File: src/rtl/timer_pkg.sv
// Shared constants and types for the APB-mapped 8-bit timer.
package timer_pkg;

  localparam int unsigned DATA_W = 8;
  localparam int unsigned ADDR_W = 8;

  localparam logic [ADDR_W-1:0] ADDR_TDR  = 8'h00;
  localparam logic [ADDR_W-1:0] ADDR_TCR  = 8'h01;
  localparam logic [ADDR_W-1:0] ADDR_TSR  = 8'h02;
  localparam logic [ADDR_W-1:0] ADDR_TCNT = 8'h03;

  localparam int unsigned TCR_LOAD = 7;
  localparam int unsigned TCR_DIR  = 5;
  localparam int unsigned TCR_EN   = 4;
  localparam logic [DATA_W-1:0] TCR_MASK = 8'hB3;

  localparam int unsigned TSR_OVF = 0;
  localparam int unsigned TSR_UDF = 1;

  typedef enum logic [1:0] {
    CKS_DIV2  = 2'd0,
    CKS_DIV4  = 2'd1,
    CKS_DIV8  = 2'd2,
    CKS_DIV16 = 2'd3
  } cks_e;

  typedef enum logic [1:0] {
    APB_IDLE   = 2'd0,
    APB_SETUP  = 2'd1,
    APB_ACCESS = 2'd2,
    APB_READY  = 2'd3
  } apb_state_e;

  // Prescaler bits that must all be ones for a tick at the given divide ratio.
  function automatic logic [3:0] cks_mask(input cks_e cks);
    case (cks)
      CKS_DIV2:  cks_mask = 4'b0001;
      CKS_DIV4:  cks_mask = 4'b0011;
      CKS_DIV8:  cks_mask = 4'b0111;
      default:   cks_mask = 4'b1111;
    endcase
  endfunction

endpackage

File: src/rtl/timer_apb_slave_core.sv
// Prescaler, up/down TCNT and sticky overflow/underflow flags.
module timer_core
  import timer_pkg::*;
(
  input  logic              clk,
  input  logic              rst,
  input  logic [DATA_W-1:0] tdr,
  input  logic              load,
  input  logic              en,
  input  logic              dir,
  input  cks_e              cks,
  input  logic              clr_ovf,
  input  logic              clr_udf,
  output logic [DATA_W-1:0] tcnt,
  output logic              ovf,
  output logic              udf
);

  logic [3:0] pre;
  logic       tick;
  logic       step;
  logic       set_ovf;
  logic       set_udf;

  assign tick    = (pre & cks_mask(cks)) == cks_mask(cks);
  assign step    = en & ~load & tick;
  assign set_ovf = step & ~dir & (tcnt == 8'hFF);
  assign set_udf = step &  dir & (tcnt == 8'h00);

  // A flag set in the same cycle as a W0C clear must survive.
  always_ff @(posedge clk) begin
    if (rst) begin
      pre  <= '0;
      tcnt <= '0;
      ovf  <= 1'b0;
      udf  <= 1'b0;
    end else begin
      pre <= (en & ~load) ? pre + 4'd1 : 4'd0;
      if (load) begin
        tcnt <= tdr;
      end else if (step) begin
        tcnt <= dir ? tcnt - 8'd1 : tcnt + 8'd1;
      end
      ovf <= set_ovf | (ovf & ~clr_ovf);
      udf <= set_udf | (udf & ~clr_udf);
    end
  end

endmodule

File: src/rtl/timer_apb_slave.sv
// APB responder for the 8-bit timer: transfer FSM and TDR/TCR/TSR/TCNT decode.
module timer_apb_slave
  import timer_pkg::*;
#(
  parameter int unsigned WAIT_STATES = 1
)(
  input  logic              pclk,
  input  logic              preset,
  input  logic              psel,
  input  logic              penable,
  input  logic              pwrite,
  input  logic [ADDR_W-1:0] paddr,
  input  logic [DATA_W-1:0] pwdata,
  output logic [DATA_W-1:0] prdata,
  output logic              pready,
  output logic              pslverr,
  output logic              tmr_ovf,
  output logic              tmr_udf
);

  localparam logic [1:0] WS = 2'(WAIT_STATES);

  apb_state_e        state;
  logic [1:0]        wait_cnt;
  logic [DATA_W-1:0] tdr;
  logic [DATA_W-1:0] tcr;
  logic [DATA_W-1:0] tcnt;
  logic              ovf;
  logic              udf;
  logic [DATA_W-1:0] rd_mux;
  logic              addr_err;
  logic              err;
  logic              done;
  logic              wr_ok;
  logic              clr_ovf;
  logic              clr_udf;

  // Last wait cycle of the access; the transfer completes on this edge.
  assign done = psel & (((state == APB_SETUP) & (WS == 2'd0)) |
                        ((state == APB_ACCESS) & (wait_cnt == WS)));

  always_comb begin
    rd_mux   = '0;
    addr_err = 1'b0;
    case (paddr)
      ADDR_TDR:  rd_mux = tdr;
      ADDR_TCR:  rd_mux = tcr;
      ADDR_TSR:  rd_mux = {6'd0, udf, ovf};
      ADDR_TCNT: rd_mux = tcnt;
      default:   addr_err = 1'b1;
    endcase
  end

  assign err     = addr_err | (pwrite & (paddr == ADDR_TCNT));
  assign wr_ok   = done & pwrite & ~err;
  assign clr_ovf = wr_ok & (paddr == ADDR_TSR) & ~pwdata[TSR_OVF];
  assign clr_udf = wr_ok & (paddr == ADDR_TSR) & ~pwdata[TSR_UDF];

  always_ff @(posedge pclk) begin
    if (preset) begin
      state    <= APB_IDLE;
      wait_cnt <= '0;
      pready   <= 1'b0;
      pslverr  <= 1'b0;
      prdata   <= '0;
      tdr      <= '0;
      tcr      <= '0;
    end else begin
      pready  <= 1'b0;
      pslverr <= 1'b0;
      case (state)
        APB_IDLE: begin
          if (psel && !penable) state <= APB_SETUP;
        end
        APB_SETUP, APB_ACCESS: begin
          if (!psel) begin
            state <= APB_IDLE;
          end else if (done) begin
            state   <= APB_READY;
            pready  <= 1'b1;
            pslverr <= err;
            prdata  <= rd_mux;
          end else begin
            state    <= APB_ACCESS;
            wait_cnt <= (state == APB_SETUP) ? 2'd1 : wait_cnt + 2'd1;
          end
        end
        APB_READY: begin
          state <= (psel && !penable) ? APB_SETUP : APB_IDLE;
        end
        default: state <= APB_IDLE;
      endcase
      if (wr_ok && (paddr == ADDR_TDR)) tdr <= pwdata;
      if (wr_ok && (paddr == ADDR_TCR)) tcr <= pwdata & TCR_MASK;
    end
  end

  timer_core u_core (
    .clk     (pclk),
    .rst     (preset),
    .tdr     (tdr),
    .load    (tcr[TCR_LOAD]),
    .en      (tcr[TCR_EN]),
    .dir     (tcr[TCR_DIR]),
    .cks     (cks_e'(tcr[1:0])),
    .clr_ovf (clr_ovf),
    .clr_udf (clr_udf),
    .tcnt    (tcnt),
    .ovf     (ovf),
    .udf     (udf)
  );

  assign tmr_ovf = ovf;
  assign tmr_udf = udf;

endmodule
File: config.mk
export PLATFORM = sky130hd
export DESIGN_NAME = timer_apb_slave
export DESIGN_NICKNAME = d
export VERILOG_FILES = /design/src/rtl/timer_pkg.sv /design/src/rtl/timer_apb_slave_core.sv /design/src/rtl/timer_apb_slave.sv
export SDC_FILE = /design/constraint.sdc
export NUM_CORES = 1
export LEC_CHECK = 0
export CORE_MARGIN = 2
export CORE_UTILIZATION = 54
export CTS_CLUSTER_DIAMETER = 200
export DETAILED_ROUTE_END_ITERATION = 12
export PLACE_DENSITY = 0.88
export SLEW_MARGIN = 20
export SYNTH_ARGS = -nofsm -noshare
export SYNTH_HDL_FRONTEND = slang
export SYNTH_SLANG_ARGS = --single-unit
File: constraint.sdc
create_clock -name pclk -period 2.2 [get_ports pclk]
set_input_delay 0.22 -clock pclk [delete_from_list [all_inputs] [get_ports pclk]]
set_output_delay 0.22 -clock pclk [all_outputs]
set_load 0.05 [all_outputs]
==> results of run 1 <==
-- power by group through the flow --
stage	registers (mW)	logic, mW	clock network (mW)
after floorplan	0.776	0.0827	0
after global placement	0.777	0.138	0
after detailed placement	0.778	0.141	0
after CTS	0.760	0.143	0.636
after global routing	0.762	0.159	0.667
final	0.760	0.143	0.633
-- layout by cell type, fill, tap and decap left out, types with 2 or more instances in the layout --
| cell type | count |
|---|---|
| nand2b_1 | 2 |
| a31oi_1 | 6 |
| nand2_2 | 2 |
| a22oi_1 | 11 |
| a211o_1 | 2 |
| o21ai_2 | 2 |
| ha_1 | 13 |
| nand4_1 | 5 |
| xnor2_1 | 2 |
| buf_4 | 7 |
| and2_1 | 4 |
| nor4_1 | 3 |
| nand3b_4 | 3 |
| dfxtp_1 | 40 |
| nand3_1 | 12 |
| o21a_1 | 3 |
| o21ai_0 | 7 |
| inv_1 | 11 |
| clkdlybuf4s50_1 | 32 |
| a21o_1 | 2 |
| nor3_1 | 5 |
| clkbuf_8 | 6 |
| nor2_1 | 31 |
| a21oi_1 | 23 |
| nand2_1 | 27 |
| mux4_2 | 2 |
| mux2i_1 | 9 |
-- registers in the layout (all words and copies together) (netlist names) --
| register | cells |
|---|---|
| prdata | 8 |
| pready | 1 |
| pslverr | 1 |
| state | 2 |
| tcr | 5 |
| tdr | 8 |
| u_core.ovf | 1 |
| u_core.pre | 4 |
| u_core.tcnt | 8 |
| u_core.udf | 1 |
| wait_cnt | 2 |
-- path summary, 6_finish.rpt --
check,cells after the start,end,slack [ns],start
max,7,u_core.tcnt[6],0.21,u_core.tcnt[1]
min,3,tdr[2],0.48,pwdata[2]
max reg2reg,7,u_core.tcnt[6],0.21,u_core.tcnt[1]
min reg2reg,2,tdr[2],0.49,tdr[2]
-- layer usage --
layer	vias to the layer above	wire, µm	part of all wire [%]
met3	6	249	4.5
met2	39	2810	51
li1	1002	-	-
met4	0	40	0.73
met5	-	0	0
met1	986	2380	43
-- layout make-up --
type	count	area (µm²)
Multi-Input combinational cell	195	1340
Fill cell	322	1270
Sequential cell	41	822
Timing Repair Buffer	39	373
Clock buffer	7	86.3
Tap cell	50	62.6
Inverter	11	41.3
Clock inverter	1	30.0
-- critical path, stage by stage (launching register included) --
cell and delay, ns:
dfxtp_1 0.49, inv_1 0.10, fa_1 0.45, nand2b_1 0.20
a21oi_1 0.22, o21a_1 0.17, nor3_1 0.06, o32ai_2 0.24
-- logic make-up (layout without fill, tap and decap cells) --
kind of cell | Yosys count | after routing | synth area share (%)
fa+ha+maj | 14 | 14 | 8.06
buf+inv | 23 | 58 | 4.75
compound gates | 65 | 65 | 20.0
flops | 41 | 41 | 36.2
xor+xnor | 3 | 3 | 1.16
mux | 12 | 12 | 6.46
simple gates | 101 | 101 | 23.3
-- stage by stage --
stage                     total power [mW]  setup WS [ns]
after floorplan                      0.859          0.405
after detailed placement             0.919          0.230
after CTS                             1.54          0.140
after global placement               0.915          0.298
final                                 1.54          0.212
after global routing                  1.59         0.0566
==> flow_metrics.env, run 1 <==
export IMPL_status="completed"
export IMPL_firstDrtPassIters=4
export IMPL_yosys_area_top_type="dfxtp_1"
export IMPL_final_cells=344
export IMPL_clkTransAtPathRegs_ns=0.08
export IMPL_drcViolationCount=0
export IMPL_cp_max_fo=6
export IMPL_whs_ns=0.483
export IMPL_synth_area_um2=2270
export IMPL_htree_levels=2
export IMPL_drv_slew=0
export IMPL_yosysMostFrequentCell="dfxtp_1"
export IMPL_syn_to_final_growth_pct=21.5
export IMPL_critPathCaptureType="flop"
export IMPL_antenna_found_initial=0
export IMPL_io_buffer_count=32
export IMPL_clockBufferDepth=2
export IMPL_synth_avg_cell_area_um2=8.75
export IMPL_final_design_area_no_fill_um2=2750
export IMPL_grt_pass1_wl_mm=8.75
export IMPL_hold_violations=0
export IMPL_p_switching_uw=345
export IMPL_cts_buffers=5
export IMPL_p_per_area_nw_per_um2=558
export IMPL_p_clk_share_pct=41.2
export IMPL_yosys_most_used_dff="dfxtp_1"
export IMPL_grt_busiest_layer="met2"
export IMPL_hold_path_class="primary input to flop"
export IMPL_use_met2_pct=45.4
export IMPL_routed_via_density=5.91
export IMPL_avgRoutedWirePerCell_um=15.9
export IMPL_cp_required_ns=2.42
export IMPL_power_frac_seq_pct=49.5
export IMPL_die_h_um=68.8
export IMPL_grt_max_degree=30
export IMPL_internal_power_mw=1.19
export IMPL_pin_count=33
export IMPL_cts_root_buffer="clkbuf_8"
export IMPL_cts_tree="yes"
export IMPL_cts_sinks=41
export IMPL_vias=2033
export IMPL_swShare_pct=22.5
export IMPL_antenna_left=0
export IMPL_fp_dieArea_um2=4730
export IMPL_synthDistinctLibCells=49
export IMPL_cts_hold_buf=0
export IMPL_ys_top_cells_by_area="dfxtp_1 36%, ha_1 7.2%, nor2_1 5.1%, a21oi_1 5.1%, nand2_1 4.5%"
export IMPL_finish_utilization_pct=68.4
export IMPL_initial_core_util_pct=56.3
export IMPL_yosys_warnings=0
export IMPL_relSlewSlack_pct=65.3
export IMPL_ir_drop_v=0.000306
export IMPL_drive_above_1_share_pct=11.6
export IMPL_synth_nets=294
export IMPL_cp_arrival_ns=2.21
export IMPL_grt_overflow_total=0
export IMPL_drt_iter0_markers=122
export IMPL_finalSetupTns_ns=0
export IMPL_nets=328
export IMPL_syn_inst=259
export IMPL_worstMarginPinSlew_ns=0.518
export IMPL_finalClockSkew_ns=0.00482
export IMPL_startpoint_type="flop"
export IMPL_min_period_ns=1.99
export IMPL_critical_path_class="flop to flop"
export IMPL_place_inst=336
export IMPL_diodes=0
export IMPL_finalCritPeriodShare_pct=90.4
export IMPL_clk_latency_ns=0.30
export IMPL_place_area_um2=2640
export IMPL_setup_viol=0
export IMPL_rsz0062_at_grt="no"
export IMPL_synth_edf_count=0
export IMPL_die_x_um=68.8
export IMPL_yosysSeqAreaShare_pct=36.2
export IMPL_pwr_share_comb_pct=9.3
export IMPL_synth_top_cell_area_share_pct=36.2
export IMPL_postCtsResizedCells=0
export IMPL_async_flop_share_pct=0
export IMPL_grt_use_met1_pct=30.2
export IMPL_finalWirelength_mm=5.48
export IMPL_synth_common_cells="41 x dfxtp_1, 31 x nor2_1, 27 x nand2_1"
export IMPL_use_met3_pct=5.84
export IMPL_place_congestion=0.898
export IMPL_post_cts_setup_buffer_count=0
export IMPL_row_count=23
export IMPL_cellLeakagePower_nw=1.08
export IMPL_hpwl_mm=3.90
export IMPL_synth_seq_cells=41
export IMPL_core_um2=4030
export IMPL_grt_pass1_vias=1947
export IMPL_max_cap_violations=0
export IMPL_fmax_mhz=503
export IMPL_gr_usage_all_layers_pct=25.3
Note: power is estimated with default switching activity, not from simulation.
==> run 2: changes to the inputs <==
ABC_CLOCK_PERIOD_IN_PS = 1600   (was unset)
CORE_UTILIZATION = 49   (was 54)
PLACE_DENSITY = 0.85   (was 0.88)
clock period = 1.6 ns   (was 2.2 ns; I/O delays follow)
==> flow_metrics.env, run 2 (same netlist as run 1, synthesis figures left out) <==
export IMPL_r2r_end="u_core.tcnt[7]"
export IMPL_path_buf_inv=0
export IMPL_pre_cts_ws_ns=-0.165
export IMPL_ff2ff_setup_slack_ns=-0.07
export IMPL_p_per_area_nw_per_um2=668
export IMPL_antenna_found_initial=0
export IMPL_min_to="tdr[2]"
export IMPL_finalCritPeriodShare_pct=104
export IMPL_layout_common_cells="41 x buf_4, 35 x dfxtp_1, 31 x nor2_1"
export IMPL_reg2reg_from="tcr[5]"
export IMPL_startpoint_type="flop"
export IMPL_cellLeakagePower_nw=1.24
export IMPL_clk_latency_ns=0.30
export IMPL_worstHoldPathCells=3
export IMPL_fillCellCount=334
export IMPL_cts_sinks=41
export IMPL_max_cap_violations=0
export IMPL_hold_violations=0
export IMPL_htree_levels=2
export IMPL_worstMarginPinSlew_ns=0.514
export IMPL_cts_hold_buf=0
export IMPL_avgRoutedWirePerCell_um=16.2
export IMPL_finalClockSkew_ns=0.00714
export IMPL_hp_start="pwdata[2]"
export IMPL_ir_drop_v=0.000617
export IMPL_hold_path_class="primary input to flop"
export IMPL_cp_arrival_ns=1.90
export IMPL_violations="negative setup slack"
export IMPL_pin_count=33
export IMPL_critical_path_class="flop to flop"
export IMPL_core_um2=4410
export IMPL_rsz0062_at_grt="yes"
export IMPL_antenna_left=0
export IMPL_final_common_cell="buf_4"
export IMPL_grt_overflow_total=0
export IMPL_setup_viol=3
export IMPL_clkTransAtPathRegs_ns=0.08
export IMPL_grt_pass1_wl_mm=9.76
export IMPL_min_period_ns=1.67
export IMPL_grt_pass1_vias=2184
export IMPL_fp_dieArea_um2=5190
export IMPL_row_count=24
export IMPL_whs_ns=0.434
export IMPL_status="complete, but fails checks"
export IMPL_drive_above_1_share_pct=27.9
export IMPL_gr_usage_all_layers_pct=24.1
export IMPL_io_buffer_count=32
export IMPL_initial_core_util_pct=51.4
export IMPL_finish_utilization_pct=68.1
export IMPL_hpwl_mm=4.48
export IMPL_cts_buffers=5
export IMPL_routed_via_density=5.77
export IMPL_fin_ws_ns=-0.0690
export IMPL_nets=353
export IMPL_cp_max_fo=8
export IMPL_drt_iter0_markers=168
export IMPL_fmax_mhz=599
export IMPL_path_cells="ha_1 > nor2_1 > o21a_1 > a31oi_1 > mux2_2 > o21ai_0"
export IMPL_critPathCaptureType="flop"
export IMPL_cp_required_ns=1.83
export IMPL_die_h_um=72.0
export IMPL_die_x_um=72.0
export IMPL_finalWirelength_mm=6.02
export IMPL_vias=2142
export IMPL_cts_root_buffer="clkbuf_8"
export IMPL_place_congestion=0.834
export IMPL_critical_path_max_stage_delay_ns=0.41
export IMPL_firstDrtPassIters=4
export IMPL_slowest_stage="dfxtp_4"
export IMPL_rr_worst_depth=6
export IMPL_top_regs="prdata x8, tdr x8, u_core.tcnt x8"
export IMPL_diodes=0
export IMPL_grt_max_degree=36
export IMPL_cts_tree="yes"
export IMPL_relSlewSlack_pct=65.7
export IMPL_clockBufferDepth=2
export IMPL_crit_family="compound AO/OA/AOI/OAI gates"
export IMPL_drv_slew=0
export IMPL_drcViolationCount=0
export IMPL_syn_to_final_growth_pct=32.6
-- run 2: worst max-delay path by stage --
stage	slack, ns	end	start	cells after the start
floorplan	0.02	u_core.tcnt[6]	u_core.tcnt[0]	7
CTS	-0.05	u_core.tcnt[6]	tcr[5]	6
detailed placement	-0.17	tcr[7]	paddr[7]	6
finish	-0.07	u_core.tcnt[7]	tcr[5]	6
global route	-0.11	u_core.tcnt[6]	tcr[5]	7
global placement	-0.06	tcr[7]	paddr[7]	6
-- run 2: layer usage --
metal,GRT usage [%],vias up,part of all wire [%]
met5,0,-,0
met4,9.64,0,1.8
met3,4.58,11,4.5
met2,43.0,58,52
met1,28.5,1026,41
li1,-,1047,-
-- run 2: timing repair --
| item | in CTS | in global routing |
|---|---|---|
| gates cloned | 0 | 0 |
| endpoints found under the setup margin | 3 | 26 |
| resized for setup | 7 | 14 |
| buffers inserted | 2 | 1 |
| pin swaps | 5 | 6 |
-- run 2: final cells by class --
type                       count  area [µm²]  area share [%]
inverter                      11        43.8            1.46
tap                           52        65.1            2.16
clock buffer                   6        82.6            2.75
sequential                    41         833            27.7
multi-input combinational    195        1420            47.1
clock inverter                 2        13.8           0.458
timing repair buffer          64         552            18.4
-- run 2: tightest hold or removal path: cells and delay by family --
| kind | cells | cell delay (ns) |
|---|---|---|
| AOI/OAI and AO/OA | 1 | 0.06 |
| buffers and inverters | 1 | 0.40 |
| and+or+nand+nor | 1 | 0.07 |
-- run 2: per-stage QoR --
stage          area, µm²  power (mW)  cells  TNS, ns
2_1_floorplan       2290        1.18    259        0
3_3_place_gp        2810        1.28    360   -0.413
3_5_place_dp        2810        1.29    360    -1.96
4_1_cts             2950        2.00    370   -0.101
5_1_grt             3010        2.09    371   -0.358
6_report            3010        2.01    371   -0.162
-- run 2: where the power goes --
| part | internal, mW | leakage [nW] | total [mW] | switching [mW] |
|---|---|---|---|---|
| Sequential | 1.03 | 0.334 | 1.05 | 0.0115 |
| Combinational | 0.118 | 0.859 | 0.237 | 0.119 |
| Clock | 0.350 | 0.0512 | 0.727 | 0.378 |
| Total | 1.50 | 1.24 | 2.01 | 0.508 |
==> run 3: changes to the inputs <==
GPL_ROUTABILITY_DRIVEN = 0   (was unset)
HOLD_SLACK_MARGIN = 0.02   (was unset)
==> results of run 3 <==
Final layout, timing and power as in run 2 (identical DEF).
